File: src/rtl/map_arb_pkg.sv
// Shared types for the map ROM arbiter: logic-port FSM states, pipe tag encoding
// and the default ROM read latency.
package map_arb_pkg;

  localparam int DEF_ROM_LATENCY = 2;

  typedef enum logic [1:0] {
    IDLE     = 2'd0,
    PEND     = 2'd1,
    INFLIGHT = 2'd2
  } lg_state_t;

  typedef enum logic [1:0] {
    TAG_NONE = 2'b00,
    TAG_VID  = 2'b01,
    TAG_LG   = 2'b10
  } tag_t;

endpackage

File: src/rtl/map_arb_tag_pipe.sv
// Fixed-depth shift register of read tags; the last stage marks which requester
// owns the rom_dout word presented in the current cycle.
module map_arb_tag_pipe
  import map_arb_pkg::*;
#(
  parameter int DEPTH = 1 + DEF_ROM_LATENCY
) (
  input  logic clk,
  input  logic clear,
  input  tag_t tag_in,
  output tag_t tag_out
);

  logic [1:0] stage_reg  [DEPTH];
  logic [1:0] stage_next [DEPTH];

  assign stage_next[0] = tag_in;

  genvar gi;
  generate
    for (gi = 1; gi < DEPTH; gi++) begin : g_shift
      assign stage_next[gi] = stage_reg[gi-1];
    end
  endgenerate

  always_ff @(posedge clk) begin
    if (clear) begin
      for (int i = 0; i < DEPTH; i++) begin
        stage_reg[i] <= TAG_NONE;
      end
    end else begin
      stage_reg <= stage_next;
    end
  end

  assign tag_out = tag_t'(stage_reg[DEPTH-1]);

endmodule

File: src/rtl/map_rom_arbiter.sv
// Shares the single-port map ROM between the video pixel path (strict priority)
// and game-logic lookups. Optional starvation guard: MAP_ARB_STARVE_GUARD_EN.
module map_rom_arbiter
  import map_arb_pkg::*;
#(
  parameter int ADDR_W      = 12,
  parameter int DATA_W      = 8,
  parameter int ROM_LATENCY = DEF_ROM_LATENCY
`ifdef MAP_ARB_STARVE_GUARD_EN
  ,
  parameter int MAX_WAIT    = 1024
`endif
) (
  input  logic              clk,
  input  logic              reset,
  input  logic              vid_req,
  input  logic [ADDR_W-1:0] vid_addr,
  output logic [DATA_W-1:0] vid_data,
  output logic              vid_valid,
  input  logic              lg_req,
  input  logic [ADDR_W-1:0] lg_addr,
  output logic              lg_ack,
  output logic [DATA_W-1:0] lg_data,
  output logic              lg_valid,
  output logic              lg_busy,
`ifdef MAP_ARB_STARVE_GUARD_EN
  output logic              vid_drop,
`endif
  output logic [ADDR_W-1:0] rom_addr,
  input  logic [DATA_W-1:0] rom_dout
);

  lg_state_t         state_reg, state_next;
  logic              starve;
  logic              lg_issue;
  logic              vid_win;
  tag_t              issue_tag, exit_tag;
  logic [DATA_W-1:0] vid_hold_reg, lg_hold_reg;

`ifdef MAP_ARB_STARVE_GUARD_EN
  localparam int WAIT_W = $clog2(MAX_WAIT) + 1;
  logic [WAIT_W-1:0] wait_cnt_reg;

  // Counts cycles spent in PEND; restarts from zero on every entry.
  always_ff @(posedge clk) begin
    if (reset || state_reg != PEND) begin
      wait_cnt_reg <= '0;
    end else if (wait_cnt_reg != WAIT_W'(MAX_WAIT)) begin
      wait_cnt_reg <= wait_cnt_reg + 1'b1;
    end
  end

  assign starve   = (state_reg == PEND) && (wait_cnt_reg == WAIT_W'(MAX_WAIT));
  assign vid_drop = lg_issue & vid_req;
`else
  assign starve = 1'b0;
`endif

  always_ff @(posedge clk) begin
    if (reset) begin
      state_reg <= IDLE;
    end else begin
      state_reg <= state_next;
    end
  end

  always_comb begin
    state_next = state_reg;
    unique case (state_reg)
      IDLE:     if (lg_req) state_next = lg_issue ? INFLIGHT : PEND;
      PEND: begin
        if (!lg_req) begin
          state_next = IDLE;
        end else if (lg_issue) begin
          state_next = INFLIGHT;
        end
      end
      INFLIGHT: if (exit_tag == TAG_LG) state_next = IDLE;
      default:  state_next = IDLE;
    endcase
  end

  always_comb begin
    lg_issue = 1'b0;
    lg_busy  = 1'b0;
    unique case (state_reg)
      IDLE:     lg_issue = lg_req & ~vid_req;
      PEND: begin
        lg_issue = lg_req & (~vid_req | starve);
        lg_busy  = 1'b1;
      end
      INFLIGHT: lg_busy = 1'b1;
      default: begin
        lg_issue = 1'b0;
        lg_busy  = 1'b0;
      end
    endcase
  end

  assign lg_ack = lg_issue;

  // A logic issue while video is requesting only happens when the guard fires.
  assign vid_win = vid_req & ~lg_issue;

  always_comb begin
    issue_tag = TAG_NONE;
    if (vid_win) begin
      issue_tag = TAG_VID;
    end else if (lg_issue) begin
      issue_tag = TAG_LG;
    end
  end

  always_ff @(posedge clk) begin
    if (reset) begin
      rom_addr <= '0;
    end else if (vid_win) begin
      rom_addr <= vid_addr;
    end else if (lg_issue) begin
      rom_addr <= lg_addr;
    end
  end

  map_arb_tag_pipe #(
    .DEPTH (1 + ROM_LATENCY)
  ) u_tag_pipe (
    .clk     (clk),
    .clear   (reset),
    .tag_in  (issue_tag),
    .tag_out (exit_tag)
  );

  // The exit tag lines up with the rom_dout word; the hold registers keep it afterwards.
  assign vid_valid = (exit_tag == TAG_VID);
  assign lg_valid  = (exit_tag == TAG_LG);
  assign vid_data  = vid_valid ? rom_dout : vid_hold_reg;
  assign lg_data   = lg_valid  ? rom_dout : lg_hold_reg;

  always_ff @(posedge clk) begin
    if (reset) begin
      vid_hold_reg <= '0;
      lg_hold_reg  <= '0;
    end else begin
      if (vid_valid) vid_hold_reg <= rom_dout;
      if (lg_valid)  lg_hold_reg  <= rom_dout;
    end
  end

endmodule
File: config.mk
export PLATFORM = sky130hd
export DESIGN_NAME = map_rom_arbiter
export DESIGN_NICKNAME = d
export VERILOG_FILES = /design/src/rtl/map_arb_pkg.sv /design/src/rtl/map_arb_tag_pipe.sv /design/src/rtl/map_rom_arbiter.sv
export SDC_FILE = /design/constraint.sdc
export NUM_CORES = 1
export LEC_CHECK = 0
export BUFFER_PORTS_ARGS = -buffer_cell sky130_fd_sc_hd__buf_2
export CORE_UTILIZATION = 42
export CTS_CLUSTER_SIZE = 20
export DETAILED_ROUTE_END_ITERATION = 12
export HOLD_SLACK_MARGIN = 0.05
export PLACE_DENSITY = 0.78
export SLEW_MARGIN = 10
export SYNTH_ARGS = -nofsm -noshare
export SYNTH_HDL_FRONTEND = slang
export SYNTH_SLANG_ARGS = --single-unit
File: constraint.sdc
create_clock -name clk -period 1.7 [get_ports clk]
set_input_delay 0.17 -clock clk [delete_from_list [all_inputs] [get_ports clk]]
set_output_delay 0.17 -clock clk [all_outputs]
set_load 0.01 [all_outputs]
### Yosys cells after proc, flatten, opt, wreduce, memory -nomap -nowiden

Cells that the tools add are included.

| operators by class | value |
|---|---|
| equal/unequal tests | 7 |
| mux-type cells | 14 |
| bitwise gates (word level) | 4 |
| reductions and logical operators | 6 |

Operators by type and width:

| kind | number |
|---|---|
| 12-bit 2-to-1 mux | 2 |
| 8-bit 2-to-1 mux | 2 |
| 2-bit 2-to-1 mux | 6 |
| 2-bit one-hot mux with 3 select lines | 1 |
| 2-bit OR reduction | 3 |
| 2-bit by 1-bit equality test with 1-bit output (second input constant) | 2 |
| 2-bit equality test (second input constant) | 2 |
| 2-bit inequality test (second input constant) | 2 |
| 1-bit 2-to-1 mux | 3 |
| 3-bit inequality test (second input constant) | 1 |
| 3-bit AND reduction | 1 |
| 1-bit bitwise AND | 2 |
| 2-bit zero test | 1 |
| 1-bit NOT | 2 |
| 2-bit nonzero test | 1 |

| word-level totals | value |
|---|---|
| bits in registers | 36 |
| input port bits | 36 |
| output and inout bits | 32 |
| word-level logic and storage cells | 39 |

### Depth between registers and ports, before layout

Gate-level depths: netlist of the first run.

| depth | value |
|---|---|
| depth in word-level cells | 6 |
| depth in mapped cells | 7 |
| mapped depth without buffers | 6 |

### By module

From an unflattened synthesis of the first run, not the netlist that was laid out.

| second synthesis, totals | value |
|---|---|
| cell total of the unflattened synthesis | 141 |
| area, all modules | 1560.2 um^2 |

Modules (own cells, without submodules):

| module | times used | cells an instance | area each (um^2) | seq. area each (um^2) |
|---|---|---|---|---|
| map_rom_arbiter | 1 | 129 | 1402.6 | 600.6 |
| map_arb_tag_pipe | 1 | 12 | 157.7 | 120.1 |

### Least setup slack after synthesis of the first run

OpenSTA, ideal clock, no wires.

| timing path | value |
|---|---|
| path kind | register to register |
| start point | reg state_reg[0] |
| end point | reg rom_addr[10] |
| library setup time | 0.128 ns |
| arrival time | 1.509 ns |
| required time | 1.572 ns |
| setup slack | 0.063 ns |
| stages on the path, launching flop included | 8 |
| buffers on the path | 1 |
| period minus slack after synthesis | 1.637 ns |
| cells stage by stage | dfxtp_1 inv_1 ha_1 o21ai_2 buf_6 mux2_4 mux2i_1 nor2_1 |

| on the way | value |
|---|---|
| cells in the longest elaborated chain, start to end | 6 |
| elaborated cells on any way between the ends | 8 |
| those cells by class | 1 x eq/ne; 2 x mux; 2 x bitwise; 3 x reduce/logical |

Ends and longest elaborated chain:

| element | line | RTL |
|---|---|---|
| from (decl) | map_rom_arbiter.sv:33 | `lg_state_t state_reg, state_next;` |
| from (signal assigned) | map_rom_arbiter.sv:63 | `state_reg <= state_next;` |
| 2-bit by 1-bit equality test with 1-bit output or 2-bit zero test (tied branches) | map_rom_arbiter.sv:86 | `unique case (state_reg)` |
| 2-bit OR reduction (no source line) * | n/a |  |
| 1-bit 2-to-1 mux * | n/a |  |
| 1-bit NOT | map_rom_arbiter.sv:103 | `assign vid_win = vid_req & ~lg_issue;` |
| 1-bit bitwise AND | map_rom_arbiter.sv:103 |  |
| 12-bit 2-to-1 mux or 2-bit nonzero test (tied branches) | n/a |  |
| to (signal assigned) | map_rom_arbiter.sv:118 | `rom_addr <= vid_addr;` |
| to (signal assigned) | map_rom_arbiter.sv:120 | `rom_addr <= lg_addr;` |
| to (decl) | map_rom_arbiter.sv:29 | `output logic [ADDR_W-1:0] rom_addr,` |

Mark *: on every way between the ends. The rest lies on a longest branch, timed or not.
A chain may end at the register's enable or synchronous reset.

### Worst setup path in the final report of the first run

| timing path | value |
|---|---|
| start point | reg state_reg[1] |
| end point | out lg_ack |

| on the way | value |
|---|---|
| cells in the longest elaborated chain, start to end | 3 |
| elaborated cells on any way between the ends | 4 |
| those cells by class | 1 x eq/ne; 1 x mux; 2 x reduce/logical |

Ends and longest elaborated chain:

| element | line | RTL |
|---|---|---|
| 2-bit by 1-bit equality test with 1-bit output or 2-bit zero test (tied branches) | map_rom_arbiter.sv:86 |  |
| 2-bit OR reduction (no source line) * | n/a |  |
| 1-bit 2-to-1 mux * | n/a |  |
| to (decl) | map_rom_arbiter.sv:22 | `output logic lg_ack,` |

Marks and branches as above.

==> metrics.md, run 1 <==
| Metric | Value |
|---|---|
| Status | completed |
| Setup TNS | 0 ns |
| Worst-Margin Slew | 0.615 ns |
| Die width | about 63 µm |
| Drc violations | 0 |
| Fillers | ~290 |
| RR Startpoint | state_reg[1]$_SDFFE_PP0P_ |
| Most frequent cells in the layout | buf_2 (67), dfxtp_1 (34), nor2b_1 (23) |
| CP Data Arrival Time | about 1.5 ns |
| Lkg Pwr | about 1.1 nW |
| Num rows | 21 |
| Tot GR Track Use | around 16% |
| Critical R2R Capture | rom_addr[10]$_SDFFE_PP0P_ |
| Hold Crit Class | in -> reg |
| Max VDD drop | approximately 0.53 mV |
| DR vias | approximately 1.2k |
| DRT Pass-1 Iters | 3 |
| Grt total ovfl | 0 |
| Final WS setup | 0.0758 ns |
| Latest clock arrival within the worst-skew pair | between 0.2 and 0.3 ns |
| Max Cap Violations | 0 |
| Final cycle utilization of the critical path | between 90% and 100% |
| Reg2reg path depth | 7 |
| Layout area overhead | 38.5% |
| Crit Path Max Fanout | 7 |
| Period minus WS final | roughly 1.6 ns |
| Post-Route WL | just over 3 mm |
| Vias/cell | around 4.7 |
| CP required | 1.53 ns |
| Vias in the first global route | between 1k and 1.5k |
| Clk slew on worst S/H paths | 0.07 ns |
| Crit Path Category | reg -> out |
| HPWL Detailed | ~2.1 mm |
| Total CTS buffers | 5 |
| TritonCTS clock tree | done |
| Mapped Cells | 140 |
| Core ar. | ~3400 µm² |
| Port bufs | between 60 and 70 |
| Fin Hold WS | between 0.1 and 0.15 ns |
| # IOs | just under 70 |
| Final hold vios | 0 |
| Commonest non-fill, non-tap cell in the layout | buf_2 |
| Post-layout nets | about 250 |
| Die area | just under 4000 µm² |
| Rel. slew slack | 59.0% |
| Placed insts | 247 |
| Fin cells | between 200 and 300 |
| Max frequency | 616 MHz |
| Worst Hold End | rom_addr[9]$_SDFFE_PP0P_ |
| Clock root buffer | clkbuf_8 |
| Total Power | between 2 and 2.5 mW |
| Final GP Congestion | 0.641 |
| Post-Place Worst Slack | -0.0379 ns |
| Syn_area_per_cell | ~11 µm² |
| Post-route design area | 2160 µm² |
| Final Util | 62.9% |
| Slew Limit Fails | 0 |
| Largest net degree at the start of global routing | 37 |
| Starting Density | ~45% |
| Iter 0 DRT Violations | 12 |
| Synth Register Bits | 36 |
| Min-delay src | vid_addr[9] |
| Synth unique cells | 20 |
| CTS Buffer Depth | 2 |
| Antenna viol nets, final | 0 |
| Startpoint Class | flop |
| Die Height | around 63 µm |
| First-pass GRT wire length | a little under 5 mm |
| PwrDens | between 1000 and 1500 nW/µm² |
| Critical Path Sink Type | primary output |
| Final setup viols | 0 |
| Hold depth | 3 |
| H-tree levels | 2 |
| Syn. warnings | 0 |
| Seq/Total Area, Yosys | about 46% |
| ANT cells | 0 |
| Share of post-route cells with drive strength above 1 | 54.8% |
| Sink Count | 36 |
| Number of flip-flops under the largest register name | 12 |
| Mapped Area | 1560 µm² |
| R2R setup slack | about 0.076 ns |
| Worst Skew | between 0.004 and 0.005 ns |
| Avg WL per Cell | between 10 and 15 µm |
| Post-DP Area | between 1500 and 2000 µm² |
| Syn Nets | ~180 |
| Initial antenna violation count | 0 |
where the power goes:
part	internal [mW]	switching (mW)	leakage, nW	total (mW)
sequential	0.881	0.0176	0.295	0.899
clock	0.734	0.295	0.0784	1.03
combinational	0.186	0.142	0.727	0.328
critical path, cell delays in order (launching register included):
cell     delay, ns
dfxtp_2       0.34
inv_1         0.07
ha_2          0.20
o21ai_4       0.19
buf_12        0.15
nor2_1        0.05
buf_2         0.17
logic make-up (layout without fill, tap and decap cells):
group           after synthesis  count (layout)  share of synthesized area (%)
simple gates                 44              44                           15.5
mux                          40              40                           29.8
flops                        36              36                           46.1
buf+inv                      12              82                           3.68
compound gates                5               5                           2.56
fa+ha+maj                     3               3                           2.40
repair_timing:
| item | in CTS | in global routing |
|---|---|---|
| pin swaps | 1 | 1 |
| buffers inserted | 0 | 0 |
| hold buffers | 0 | 0 |
| resized for setup | 2 | 8 |
| endpoints found under the setup margin | 13 | 19 |
| cloned | 0 | 1 |
area by class of cell:
type / instances / area, µm² / area share [%]
flip-flops and latches: 36 / 723 / 33.4
inverters: 3 / 11.3 / 0.520
well taps: 46 / 57.6 / 2.66
clock buffers: 5 / 68.8 / 3.18
repair buffers: 71 / 399 / 18.4
multi-input cells: 92 / 815 / 37.6
clock inverters: 3 / 90.1 / 4.16
worst max-delay path by stage:
stage	startpoint	to	slack, ns	cells after the start
after CTS	state_reg[0]$_SDFFE_PP0P_	lg_ack	0.006	6
after global placement	state_reg[0]$_SDFFE_PP0P_	rom_addr[0]$_SDFFE_PP0P_	0.06	7
after floorplan	state_reg[0]$_SDFFE_PP0P_	rom_addr[10]$_SDFFE_PP0P_	0.06	7
after global routing	state_reg[1]$_SDFFE_PP0P_	rom_addr[10]$_SDFFE_PP0P_	-0.03	7
after detailed placement	state_reg[0]$_SDFFE_PP0P_	rom_addr[2]$_SDFFE_PP0P_	-0.04	7
final	state_reg[1]$_SDFFE_PP0P_	lg_ack	0.08	6
synthesized netlist by cell type:
cell      instances  share of area [%]
nor3_1            1               0.32
nand2b_4          1               0.88
nor2b_1          24                9.6
nand4_1           2               0.80
buf_2             4                1.3
a31oi_1           1               0.40
mux2_2           20                 14
o21ai_2           1               0.56
a21o_1            1               0.48
nor2_1           14                3.4
buf_6             1               0.72
ha_1              3                2.4
mux2i_1          12                7.7
dfxtp_1          36                 46
a221o_1           1               0.64
a22oi_1           1               0.48
nand2_1           2               0.48
mux2_4            8                7.7
clkbuf_1          4               0.96
inv_1             3               0.72
layer usage:
layer	GRT usage, %	up-vias	routed length [µm]
li1	-	605	-
met1	17.4	541	1360
met2	28.6	55	1430
met3	5.66	2	219
met4	5.23	0	11
met5	0	-	0
(Power assumes the default switching activity.)
==> run 2, diff against run 1 <==
SYNTH_HIERARCHICAL = 1   (was unset)
==> run 2 against run 1 <==
Against the previous run: global-route usage increased by 0.63 points; utilization decreased by 1.3 points; maximum frequency decreased by 2.7%; worst setup slack got worse by 0.046 ns.
==> metrics.md, run 2 <==
| Metric | Value |
|---|---|
| Die area | around 4000 µm² |
| Number of flip-flops under the largest register name | 12 |
| Iter 0 DRT Violations | 40 |
| Sink Count | 36 |
| Post-synth ARST share | 0% |
| Clk slew on worst S/H paths | 0.07 ns |
| Avg WL per Cell | approximately 13 µm |
| Most frequent cells in the layout | buf_2 (67), dfxtp_1 (34), nor2b_1 (25) |
| Share of post-route cells with drive strength above 1 | a little under three fifths |
| Post-route design area | 2120 µm² |
| Startpoint Class | flop |
| Port bufs | 67 |
| Placed insts | 248 |
| Total CTS buffers | 5 |
| DRT Pass-1 Iters | 4 |
| Seq/Total Area, Yosys | a little under half |
| Tot GR Track Use | 16.7% |
| Worst Skew | approximately 0.0098 ns |
| CTS Buffer Depth | 2 |
| Layout area overhead | 35.8% |
| Post-layout nets | roughly 250 |
| Grt total ovfl | 0 |
| Die width | approximately 63 µm |
| Flop pwr share | about 49% |
| Post-synth EDFFs | 0 |
| Worst-Margin Slew | approximately 0.65 ns |
| Commonest non-fill, non-tap cell in the layout | buf_2 |
| Die Height | approximately 63 µm |
| Commonest cells in the synthesized netlist | dfxtp_1 (36), nor2b_1 (25), mux2_2 (20) |
| Drc violations | 0 |
| CP Data Arrival Time | 1.82 ns |
| Status | completed |
| H-tree levels | 2 |
| Max frequency | approximately 600 MHz |
| Crit Path Category | reg -> reg |
| Area contributors post-synth | dfxtp_1 (46%), mux2_2 (14%), nor2b_1 (10%), mux2i_1 (7.7%), mux2_4 (7.7%) |
| CP required | roughly 1.9 ns |
| PwrDens | roughly 870 nW/µm² |
| Syn. warnings | 6 |
| Post-DP Area | between 1500 and 2000 µm² |
| Vias in the first global route | about 1.2k |
| Antenna viol nets, final | 0 |
| TritonCTS clock tree | done |
| Combinational group share of total power | between 10% and 20% |
| Starting Density | a little under half |
| Mapped Cells | ~140 |
| # IOs | 68 |
| Initial antenna violation count | 0 |
| Final Util | ~60% |
| Vias/cell | around 4.8 |
| Count leader, synth | dfxtp_1 |
| Num rows | 21 |
| Psw | slightly below 0.5 mW |
| Clk network pwr share | between 30% and 40% |
| DR vias | 1239 |
| Final GP Congestion | between 0.6 and 0.7 |
| Latest clock arrival within the worst-skew pair | 0.29 ns |
| Sw frac | 26.3% |
| Fin cells | between 200 and 300 |
| P_int | roughly 1.4 mW |
| First-pass GRT wire length | around 5 mm |
| Rel. slew slack | between 50% and 60% |
| Post-synth top flop | dfxtp_1 |
| Synth unique cells | 19 |
| Hold Crit Class | in -> reg |
| Post-synth top area cell | dfxtp_1 |
| Fin Hold WS | about 0.11 ns |
| Clock root buffer | clkbuf_8 |
| Synth Register Bits | 36 |
| Mapped Area | between 1500 and 2000 µm² |
| Largest net degree at the start of global routing | 37 |
| Lkg Pwr | around 1.1 nW |
| Slew Limit Fails | 0 |
| Max Cap Violations | 0 |
| ANT cells | 0 |
| Max VDD drop | roughly 0.55 mV |
| Critical Path Sink Type | flop |
| Syn_area_per_cell | between 10 and 15 µm² |
| Core ar. | roughly 3400 µm² |
| Final setup viols | 0 |
| Final cycle utilization of the critical path | between 90 and 100% |
| Post-CTS Hold Buffers | 0 |
| Final hold vios | 0 |
| HPWL Detailed | between 2 and 2.5 mm |
| Post-Route WL | roughly 3.4 mm |
| Top-area cell type share of the netlist area | a little under half |
| Crit Path Max Fanout | 7 |
| Period minus WS final | 1.67 ns |
| Syn Nets | 180 |
==> run 2: cell count changes after synthesis <==
| cell | previous run | this run |
|---|---|---|
| nor3_1 | 1 | 0 |
| nor2_1 | 14 | 15 |
| nand2b_4 | 1 | 0 |
| nand2b_1 | 0 | 1 |
| nor2b_1 | 24 | 25 |
==> run 2: worst paths after layout <==
| path | from | cells past startpoint | slack [ns] | endpoint |
|---|---|---|---|---|
| max | state_reg[1]$_SDFFE_PP0P_ | 7 | 0.03 | rom_addr[5]$_SDFFE_PP0P_ |
| min | vid_addr[7] | 3 | 0.11 | rom_addr[7]$_SDFFE_PP0P_ |
| max reg2reg | state_reg[1]$_SDFFE_PP0P_ | 7 | 0.03 | rom_addr[5]$_SDFFE_PP0P_ |
| min reg2reg | u_tag_pipe/stage_next[0]$_SDFF_PP0_ | 1 | 0.44 | u_tag_pipe/tag_out[0]$_SDFF_PP0_ |
==> run 2: layout make-up <==
cell class | instances | area, µm²
Sequential cell | 36 | 728
Inverter | 3 | 16.3
Timing Repair Buffer | 73 | 410
Clock inverter | 3 | 18.8
Fill cell | 329 | 1320
Tap cell | 46 | 57.6
Clock buffer | 5 | 68.8
Multi-Input combinational cell | 93 | 820
==> run 2: cell families after synthesis <==
kind of cell | synth area share [%]
AND/OR/NAND/NOR | 15.3
multiplexers | 29.8
flip-flops | 46.2
buffers and inverters | 3.69
AO/OA/AOI/OAI | 2.57
adder cells (fa/ha/maj) | 2.41
==> run 2: power by group through the flow <==
stage          clock network, mW  registers (mW)  logic, mW
4_1_cts                    0.625           0.899      0.311
6_report                   0.597           0.901      0.342
2_1_floorplan                  0           0.925      0.185
3_5_place_dp                   0           0.916      0.306
3_3_place_gp                   0           0.916      0.300
5_1_grt                    0.660           0.905      0.371
==> run 2: metal layers <==
layer  track usage, %  part of all wire (%)
met4             8.72                   1.7
met3             6.75                   7.6
met5                0                     0
met2             28.1                    45
met1             17.6                    45
==> run 2: stage by stage <==
stage | worst slack, ns | setup TNS, ns | total power, mW
after floorplan | 0.0631 | 0 | 1.11
after global placement | 0.0633 | 0 | 1.22
after detailed placement | -0.0406 | -0.0924 | 1.22
after CTS | 0.00184 | 0 | 1.83
after global routing | -0.0168 | -0.0182 | 1.94
final | 0.0301 | 0 | 1.84
==> run 2: timing repair <==
item	in CTS	in global routing
setup buffers	1	1
pin swaps	0	1
gates resized for setup	4	11
cloned	0	1
endpoints found under the setup margin	19	7
==> run 2: worst max-delay path: stages (launching register included) <==
cell and delay, ns:
dfxtp_4 0.38, inv_4 0.05, ha_4 0.16, o21ai_4 0.22, clkbuf_16 0.20, mux2_4 0.30
mux2i_1 0.15, nor2_1 0.07
==> run 3, diff against run 2 <==
CELL_PAD_IN_SITES_DETAIL_PLACEMENT = 1   (was unset)
CELL_PAD_IN_SITES_GLOBAL_PLACEMENT = 1   (was unset)
CORE_UTILIZATION = 31   (was 42)
PLACE_DENSITY = 0.77   (was 0.78)
==> run 3 against run 2 <==
Against the previous run: final cell count up 8.1%; highest routed layer unchanged; maximum frequency up 2.2%; wire length up 7.5%; global-route usage down 1.9 points; sequential power about the same; register-to-register slack better by 0.05 ns; sequential share of layout area down 0.58 points; non-clock buffer count up 1; critical endpoint is now lg_ack.
==> metrics.md, run 3 (synthesis gave the netlist of run 2 again) <==
| Metric | Value |
|---|---|
| R2R setup slack | approximately 0.080 ns |
| Global Route met2 Usage | 24.4% |
| Period minus WS final | 1.63 ns |
| Fin cells | 280 |
| Num rows | 25 |
| Tot GR Track Use | 14.7% |
| Post-route design area | about 2100 µm² |
| Drc violations | 0 |
| Post-Place Worst Slack | -0.0373 ns |
| Fin Hold WS | approximately 0.12 ns |
| Antenna viol nets, final | 0 |
| Final hold vios | 0 |
| Worst-Margin Slew | ~0.65 ns |
| Vias/cell | 4.48 |
| Max Cap Violations | 0 |
| Vias in the first global route | ~1.3k |
| CP Data Arrival Time | 1.46 ns |
| Commonest non-fill, non-tap cell in the layout | buf_2 |
| HPWL Detailed | ~2.6 mm |
| Initial antenna violation count | 0 |
| ANT cells | 0 |
| Grt total ovfl | 0 |
| Hold Crit Class | in -> reg |
| Status | completed |
| Post-CTS Hold Buffers | 0 |
| Total Power | ~1.8 mW |
| Avg WL per Cell | approximately 13 µm |
| Critical Path Sink Type | primary output |
| Post-layout nets | about 250 |
| Max frequency | slightly above 600 MHz |
| Number of flip-flops under the largest register name | 12 |
| H-tree levels | 2 |
| Max VDD drop | 0.359 mV |
| Grt met3 use | under 10% |
| Clock root buffer | clkbuf_8 |
| Final GP Congestion | 0.672 |
| Die Height | roughly 73 µm |
| Sink Count | 36 |
| # IOs | 68 |
| Global-route track usage on met1 | between 10% and 20% |
| Rel. slew slack | a little under three fifths |
| Lkg Pwr | approximately 1.1 nW |
| First-pass GRT wire length | 5.98 mm |
| Port bufs | 67 |
| Crit path cell chain | inv_4 > ha_4 > o21ai_4 > buf_12 > nor2_2 > buf_2 |
| TritonCTS clock tree | done |
| Die width | ~73 µm |
| CTS Buffer Depth | 2 |
| Final cycle utilization of the critical path | between 90 and 100% |
| DR vias | approximately 1.3k |
| Most frequent cells in the layout | buf_2 (67), dfxtp_1 (34), nor2b_1 (24) |
| Placed insts | approximately 270 |
| Largest net degree at the start of global routing | 37 |
| Starting Density | about a third |
| PwrDens | 851 nW/µm² |
| Crit Path Category | reg -> out |
| Final setup viols | 0 |
| Iter 0 DRT Violations | 27 |
| Fillers | between 500 and 600 |
| Clk slew on worst S/H paths | ~0.070 ns |
| Latest clock arrival within the worst-skew pair | 0.29 ns |
| Multi-input logic area | 827 µm² |
| Register area | 726 µm² |
| Startpoint Class | flop |
| Critical Path Max Stage Delay | approximately 0.39 ns |
| Layout area overhead | 37.7% |
| Total CTS buffers | 5 |
| Post-DP Area | 1990 µm² |
| Die area | around 5300 µm² |
| Grt peak-use layer | met2 |
| Slew Limit Fails | 0 |
| Worst Skew | around 0.012 ns |
| Core ar. | 4790 µm² |
| Crit Path Max Fanout | 7 |
| CP required | 1.53 ns |
| RSZ-0062 raised after global routing | yes |
| Post-Route WL | 3.63 mm |
| CP max stage cell | dfxtp_4 |
| Final WS setup | 0.0668 ns |
| DRT Pass-1 Iters | 3 |
| Share of post-route cells with drive strength above 1 | between 50% and 60% |
-- run 3: cell count changes in the layout (fill, tap and decap cells not counted), sizes merged --
cell / before / now
clkinvlp: 0 / 1
clkbuf: 6 / 5
buf: 72 / 74
clkinv: 3 / 1
-- run 3: layout make-up --
class | count | share of cell area (%)
tap | 67 | 3.90
multi-input combinational | 93 | 38.5
inverter | 3 | 0.641
timing repair buffer | 74 | 19.4
clock buffer | 5 | 3.20
sequential | 36 | 33.8
clock inverter | 2 | 0.582
-- run 3: path summary, 6_finish.rpt --
path	from	depth (start not counted)	to
max	state_reg[0]$_SDFFE_PP0P_	6	lg_ack
min	vid_addr[4]	3	rom_addr[4]$_SDFFE_PP0P_
max reg2reg	state_reg[0]$_SDFFE_PP0P_	7	rom_addr[6]$_SDFFE_PP0P_
min reg2reg	u_tag_pipe/stage_next[0]$_SDFF_PP0_	1	u_tag_pipe/tag_out[0]$_SDFF_PP0_
-- run 3: power by group --
group / switching, mW / internal, mW / leakage, nW / total, mW
Combinational: 0.150 / 0.193 / 0.749 / 0.343
Sequential: 0.0204 / 0.881 / 0.295 / 0.901
Clock: 0.306 / 0.277 / 0.0400 / 0.584
Total: 0.477 / 1.35 / 1.08 / 1.83
-- run 3: routing by layer --
| layer | up-vias | wire, µm | share of wire, % |
|---|---|---|---|
| met2 | 61 | 1610 | 44 |
| li1 | 609 | - | - |
| met1 | 579 | 1680 | 46 |
| met3 | 4 | 309 | 8.5 |
| met4 | 0 | 29 | 0.80 |
| met5 | - | 0 | 0 |
-- run 3: timing repair --
item                       in CTS  in global routing
gates cloned                    1                  0
gates resized for setup         7                 10
setup endpoints to repair      12                 15
setup buffers                   1                  0
pin swaps                       1                  2
-- run 3: metrics by stage --
stage,utilization (%),setup TNS (ns)
after CTS,44.7,0
final,44.9,0
after global routing,44.9,-0.00643
after global placement,41.6,0
after floorplan,-,0
after detailed placement,41.6,-0.0772
-- run 3: critical path: cells and delay by family, from the launching register on --
kind | cells | cell delay [ns]
flip-flops | 1 | 0.39
buffers and inverters | 3 | 0.37
AO/OA/AOI/OAI | 1 | 0.21
adder cells (fa/ha/maj) | 1 | 0.17
AND/OR/NAND/NOR | 1 | 0.04
